--- src/rtl/sd_card_data_responder.sv ---
// sd_card_data_responder: card-side SD DAT[3:0] engine sourcing read blocks and sinking write blocks
// with per-line CRC16, CRC status token and busy signalling on DAT0.
module sd_card_data_responder #(
  parameter int BLKSIZE_W = 12,
  parameter int NAC       = 2,
  parameter int NCRC      = 2
) (
  input  logic                 sd_clk,
  input  logic                 rst,
  input  logic                 start_read_i,
  input  logic                 start_write_i,
  input  logic                 abort_i,
  input  logic [BLKSIZE_W-1:0] blksize_i,
  input  logic [3:0]           dat_i,
  output logic [3:0]           dat_o,
  output logic [3:0]           dat_oe_o,
  input  logic [7:0]           tx_data_i,
  output logic                 tx_rd_o,
  output logic [7:0]           rx_data_o,
  output logic                 rx_we_o,
  input  logic                 busy_i,
  output logic                 busy_o,
  output logic                 done_o,
  output logic                 crc_err_o
);
  localparam int CW = BLKSIZE_W + 1;
  localparam logic [CW-1:0] ONE = CW'(1);
  typedef enum logic [3:0] {
    IDLE, RD_WAIT, RD_START, RD_DATA, RD_CRC, RD_END,
    WR_WAIT, WR_DATA, WR_CRC, WR_END, WR_GAP, WR_STATUS, WR_BUSY, WR_DONE
  } state_t;
  state_t               state;
  logic [BLKSIZE_W-1:0] blk;
  logic [CW-1:0]        cnt, nib_last;
  logic [3:0]           lo, din, crc_msb, tok;
  logic                 err, last_nib;
  logic [3:0][15:0]     crc, crc_n, crc_sh;
  assign nib_last = {blk, 1'b0} - ONE;
  assign last_nib = cnt == nib_last;
  assign busy_o   = state != IDLE;
  // Nibble entering the CRC this edge: sampled bus on writes, next driven nibble on reads
  assign din = (state == WR_DATA) ? dat_i :
               (state == RD_DATA && !cnt[0]) ? lo : tx_data_i[7:4];
  for (genvar g = 0; g < 4; g++) begin : g_crc
    assign crc_msb[g] = crc[g][15];
    assign crc_sh[g]  = {crc[g][14:0], 1'b0};
    assign crc_n[g]   = crc_sh[g] ^ ((crc[g][15] ^ din[g]) ? 16'h1021 : 16'h0000);
  end
  always_ff @(posedge sd_clk or posedge rst) begin
    if (rst) begin
      state     <= IDLE;
      blk       <= '0;
      cnt       <= '0;
      lo        <= '0;
      tok       <= '0;
      err       <= 1'b0;
      crc       <= '0;
      dat_o     <= 4'hF;
      dat_oe_o  <= 4'h0;
      tx_rd_o   <= 1'b0;
      rx_data_o <= 8'h00;
      rx_we_o   <= 1'b0;
      done_o    <= 1'b0;
      crc_err_o <= 1'b0;
    end else begin
      tx_rd_o   <= 1'b0;
      rx_we_o   <= 1'b0;
      rx_data_o <= 8'h00;
      done_o    <= 1'b0;
      crc_err_o <= 1'b0;
      if (abort_i) begin
        state    <= IDLE;
        dat_o    <= 4'hF;
        dat_oe_o <= 4'h0;
      end else begin
        case (state)
          IDLE: begin
            cnt <= '0;
            crc <= '0;
            err <= 1'b0;
            if ((start_read_i || start_write_i) && blksize_i != '0) begin
              blk      <= blksize_i;
              state    <= start_read_i ? RD_WAIT : WR_WAIT;
              dat_oe_o <= {4{start_read_i}};
            end
          end
          RD_WAIT: begin
            if (cnt == CW'(NAC - 1)) begin
              state   <= RD_START;
              dat_o   <= 4'h0;
              tx_rd_o <= 1'b1;
              cnt     <= '0;
            end else cnt <= cnt + ONE;
          end
          RD_START: begin
            state <= RD_DATA;
            dat_o <= din;
            lo    <= tx_data_i[3:0];
            crc   <= crc_n;
          end
          RD_DATA: begin
            if (last_nib) begin
              state <= RD_CRC;
              dat_o <= crc_msb;
              crc   <= crc_sh;
              cnt   <= '0;
            end else begin
              dat_o <= din;
              crc   <= crc_n;
              cnt   <= cnt + ONE;
              // fetch the next byte while its predecessor's low nibble is on the bus
              if (!cnt[0]) tx_rd_o <= (cnt + ONE) != nib_last;
              else lo <= tx_data_i[3:0];
            end
          end
          RD_CRC: begin
            if (cnt == CW'(15)) begin
              state  <= RD_END;
              dat_o  <= 4'hF;
              done_o <= 1'b1;
            end else begin
              dat_o <= crc_msb;
              crc   <= crc_sh;
              cnt   <= cnt + ONE;
            end
          end
          RD_END: begin
            state    <= IDLE;
            dat_oe_o <= 4'h0;
          end
          WR_WAIT: if (dat_i == 4'h0) state <= WR_DATA;
          WR_DATA: begin
            crc <= crc_n;
            if (cnt[0]) begin
              rx_data_o <= {lo, dat_i};
              rx_we_o   <= 1'b1;
            end else lo <= dat_i;
            if (last_nib) begin
              state <= WR_CRC;
              cnt   <= '0;
            end else cnt <= cnt + ONE;
          end
          WR_CRC: begin
            err <= err | (dat_i != crc_msb);
            crc <= crc_sh;
            if (cnt == CW'(15)) begin
              state <= WR_END;
              cnt   <= '0;
            end else cnt <= cnt + ONE;
          end
          WR_END: begin
            err   <= err | (dat_i != 4'hF);
            state <= WR_GAP;
          end
          WR_GAP: begin
            if (cnt == CW'(NCRC - 1)) begin
              state    <= WR_STATUS;
              dat_oe_o <= 4'h1;
              dat_o    <= 4'hE;
              tok      <= err ? 4'b1011 : 4'b0101;
              cnt      <= '0;
            end else cnt <= cnt + ONE;
          end
          WR_STATUS: begin
            if (cnt == CW'(4)) begin
              if (err) begin
                state     <= WR_DONE;
                dat_oe_o  <= 4'h0;
                dat_o     <= 4'hF;
                done_o    <= 1'b1;
                crc_err_o <= 1'b1;
              end else begin
                state <= WR_BUSY;
                dat_o <= 4'hE;
              end
            end else begin
              dat_o <= {3'b111, tok[3]};
              tok   <= {tok[2:0], 1'b0};
              cnt   <= cnt + ONE;
            end
          end
          WR_BUSY: begin
            if (!busy_i) begin
              state    <= WR_DONE;
              dat_oe_o <= 4'h0;
              dat_o    <= 4'hF;
              done_o   <= 1'b1;
            end
          end
          WR_DONE: state <= IDLE;
          default: state <= IDLE;
        endcase
      end
    end
  end
endmodule
--- config.mk ---
export PLATFORM = sky130hd
export DESIGN_NAME = sd_card_data_responder
export DESIGN_NICKNAME = d
export VERILOG_FILES = /design/src/rtl/sd_card_data_responder.sv
export SDC_FILE = /design/constraint.sdc
export NUM_CORES = 1
export LEC_CHECK = 0
export CAP_MARGIN = 20
export CORE_MARGIN = 3
export CORE_UTILIZATION = 55
export CTS_BUF_LIST = sky130_fd_sc_hd__clkbuf_8
export DETAILED_ROUTE_END_ITERATION = 16
export DONT_BUFFER_PORTS = 1
export GPL_ROUTABILITY_DRIVEN = 0
export PLACE_DENSITY = 0.7
export SYNTH_ARGS = -nofsm -noshare
export SYNTH_HDL_FRONTEND = slang
export SYNTH_SLANG_ARGS = --single-unit
--- constraint.sdc ---
create_clock -name sd_clk -period 10.5 [get_ports sd_clk]
set_input_delay 1.575 -clock sd_clk [delete_from_list [all_inputs] [get_ports sd_clk]]
set_output_delay 1.575 -clock sd_clk [all_outputs]
set_load 0.01 [all_outputs]
==> reports/qor.csv <==
stage,metric,value,unit
status,status,completed,
worst_setup_path,path_class,reg2out,
die,die_w,117.5,um
timing,period_minus_slack,3.734,ns
worst_setup_path,startpoint_type,flop,
worst_setup_path,cp-end-kind,output pin,
global_route,grt_max_degree,66,
job,cap_violations,0,
power,power_switching,742.6,uW
placement,dp.final_hpwl,11.12,mm
power,powerDensity,248.7,nW/um2
global_route,met3_usage,0.06007,
placement,numPlacedInstances,914,
cells_and_area,diodes,0,
synth,synth_warnings,0,
clock_network,postCtsResizedCells,0,
timing,drv_slew,0,
timing,finalSetupTns,0,ns
clock_network,path_clk_slew,0.07,ns
synth,ys_async_sr_fraction,1.000,
route,drc,0,
synth,avgSynthCellArea,8.607,um2
die,die_area,13800,um2
clock_network,cts_tree,built,
worst_hold_path,hold_path_class,reg2reg,
die,io_pins,51,
worst_setup_path,crit_chain,nor2_1 > nand2_1,
synth,synth.yosys.seq_area_share,0.4401,
timing,worst_pin_slew,0.9843,ns
cells_and_area,nets,800,
route,viasPerCell,6.210,
clock_network,cts_sinks,120,
global_route,grt_pass1_wl,27.34,mm
cells_and_area,fillers,1012,
clock_network,root_buffer,clkbuf_8,
synth,netlist_instances,794,
cells_and_area,layout.cells.non_filler,947,
global_route,grt-ovfl-total,0,
timing,slew-limit-headroom,0.3268,
route,vias,5881,
worst_setup_path,critPathTopFamily,simple AND/OR/NAND/NOR gates,
power,clkPwrFrac,0.265,
timing,fin_skew,0.009075,ns
worst_setup_path,arrival,2.16,ns
global_route,met2_usage,0.3866,
power,switching_share,0.4050,
global_route,track_usage,0.2401,
power,combPwrFrac,0.352,
worst_hold_path,hold_start,crc[49],
global_route,antenna_found_initial,0,
global_route,grtUsageMet1,0.3185,
clock_network,clk_latency,0.44,ns
synth,yosys.area.top_type,dfrtp_1,
power,peakVddDrop,0.1431,mV
timing,setup-violations-final,0,
global_route,grt_pass1_vias,5555,
synth,syn_area,6834,um2
synth,yosys.cell_count.top_type,nand2_1,
clock_network,cts_setup_buffers,0,
clock_network,cts_buffers,17,
worst_setup_path,cp_max_fo,30,
clock_network,cts_hold_buf,0,
worst_setup_path,startpoint,state[0],
route,wire_per_inst,17.21,um
route,drt_first_pass_iters,5,
die,rows,40,
power,seqPwrFrac,0.382,
clock_network,clock_path_buffers,2,
global_route,top_usage_layer,met2,
worst_setup_path,reg2reg_from,blk[5],
synth,ys_types,66,
worst_setup_path,critical-path-max-stage-delay,0.75,ns
route,drt-total-wl,16.30,mm
worst_setup_path,crit_buf_inv,0,
timing,rsz0062_at_grt,false,
placement,portBuffers,0,
die,die_y,117.5,um
placement,dp_slack,6.733,ns
synth,synth_edf_count,0,
route,drt_iter0_drc,576,
timing,setup_ws,6.766,ns
clock_network,htreeDepth,4,
worst_setup_path,critPathRequiredTime,8.93,ns
timing,period_share,0.3557,
synth,synth_top_area_share,0.4248,
die,start_util,0.5666,
worst_setup_path,slowest_stage,nor2_1,
cells_and_area,synthToLayoutAreaGrowth,7.873,%
route,drtAntennaViolNets,0,
power,p_int,1.091,mW
synth,ys.flop_type,dfrtp_1,
timing,hold_viol,0,
power,power.total,1.834,mW
synth,ys_ff_latch,120,
timing,fmax,267.8,MHz
power,power_leakage,3.235,nW
synth,synth_top_cells_by_area,"dfrtp_1, nand2_1, nand3_1",
die,core,12060,um2
synth,syn_nets,828,
cells_and_area,layout-drive-gt1-share,0.1065,
synth,synthTopCellsByCount,"nand2_1, dfrtp_1, nand3_1",
==> placed cells by master, fill, tap and decap left out, drive strengths merged, types with 4 or more instances in the layout <==
cell     Yosys  layout
nand2      176     176
dfrtp      116     116
nand3       83      83
o21ai       37      37
nor2        35      35
nor3        24      24
xnor2       23      23
a21oi       22      22
mux2        22      22
clkbuf      47      19
o211ai      16      16
inv         13      16
and2        15      15
and3        13      13
nor4        12      12
a2111oi      9       9
nand4        8       8
xor2         7       7
or4          7       7
nor2b        6       6
o32a         6       6
buf          7       6
or3          5       5
nor3b        5       5
or2          5       5
o22ai        5       5
bufinv       0       5
clkinv       1       5
a32oi        4       4
a22oi        4       4
mux2i        4       4
a21o         4       4
ha           4       4
dfstp        4       4
a31oi        4       4
==> tightest hold or removal path, cell delays in order, from the launching register on <==
cell and delay [ns]:
dfrtp_1 0.34, nand2_1 0.05, nand2_1 0.05
==> cell type report <==
cell class,count,area [um2],area share
multi-input cells,606,3582,0.4859
flip-flops and latches,120,3008,0.4080
clock buffers,18,247.7,0.03360
clock inverters,14,219.0,0.02970
well taps,168,210.2,0.02851
inverters,14,55.05,0.007468
repair buffers,7,50.05,0.006789
==> final timing paths <==
path / to / slack (ns) / cells after the start
worst min-delay path: crc[49] / 0.47 / 2
max in group asynchronous: crc[41] / 8.17 / 2
min in group asynchronous: blk[8] / 1.14 / 1
worst max-delay path: busy_o / 6.77 / 2
worst min register to register: crc[49] / 0.47 / 2
worst max register to register: cnt[7] / 6.80 / 7
==> sequential cells by signal, indices dropped and copies added (netlist names), 2 cells and up <==
| register | flops |
|---|---|
| crc | 64 |
| rx_data_o | 8 |
| dat_o | 4 |
| lo | 4 |
| blk | 12 |
| cnt | 13 |
| tok | 4 |
| dat_oe_o | 2 |
| state | 4 |
==> power groups by stage <==
stage                     Clock, mW  Sequential (mW)  Combinational [mW]
after floorplan                   0            0.614               0.584
after global placement            0            0.699               0.619
after detailed placement          0            0.706               0.638
after CTS                     0.496            0.698               0.640
after global routing          0.520            0.717               0.710
final                         0.487            0.701               0.646
==> per-stage QoR <==
stage,hold WS (ns),area [um2],utilization
2_1_floorplan,0.4384,6834,-
3_3_place_gp,0.4492,6900,0.5721
3_5_place_dp,0.4556,6900,0.5721
4_1_cts,0.4716,7367,0.6108
5_1_grt,0.5017,7372,0.6112
6_report,0.4688,7372,0.6112
==> layer usage <==
metal | up-vias | part of all wire
met5 | - | 0
met4 | 0 | 0.018
met3 | 26 | 0.057
met2 | 190 | 0.49
met1 | 2890 | 0.43
li1 | 2775 | -
==> cells by family after synthesis <==
kind of cell,Yosys count,share of synthesized area
simple gates,407,0.2847
compound gates,137,0.1412
flops,120,0.4401
buf+inv,68,0.03954
xor+xnor,32,0.04504
mux,26,0.04211
fa+ha+maj,4,0.007324
Note: power is estimated with default switching activity, not from simulation.
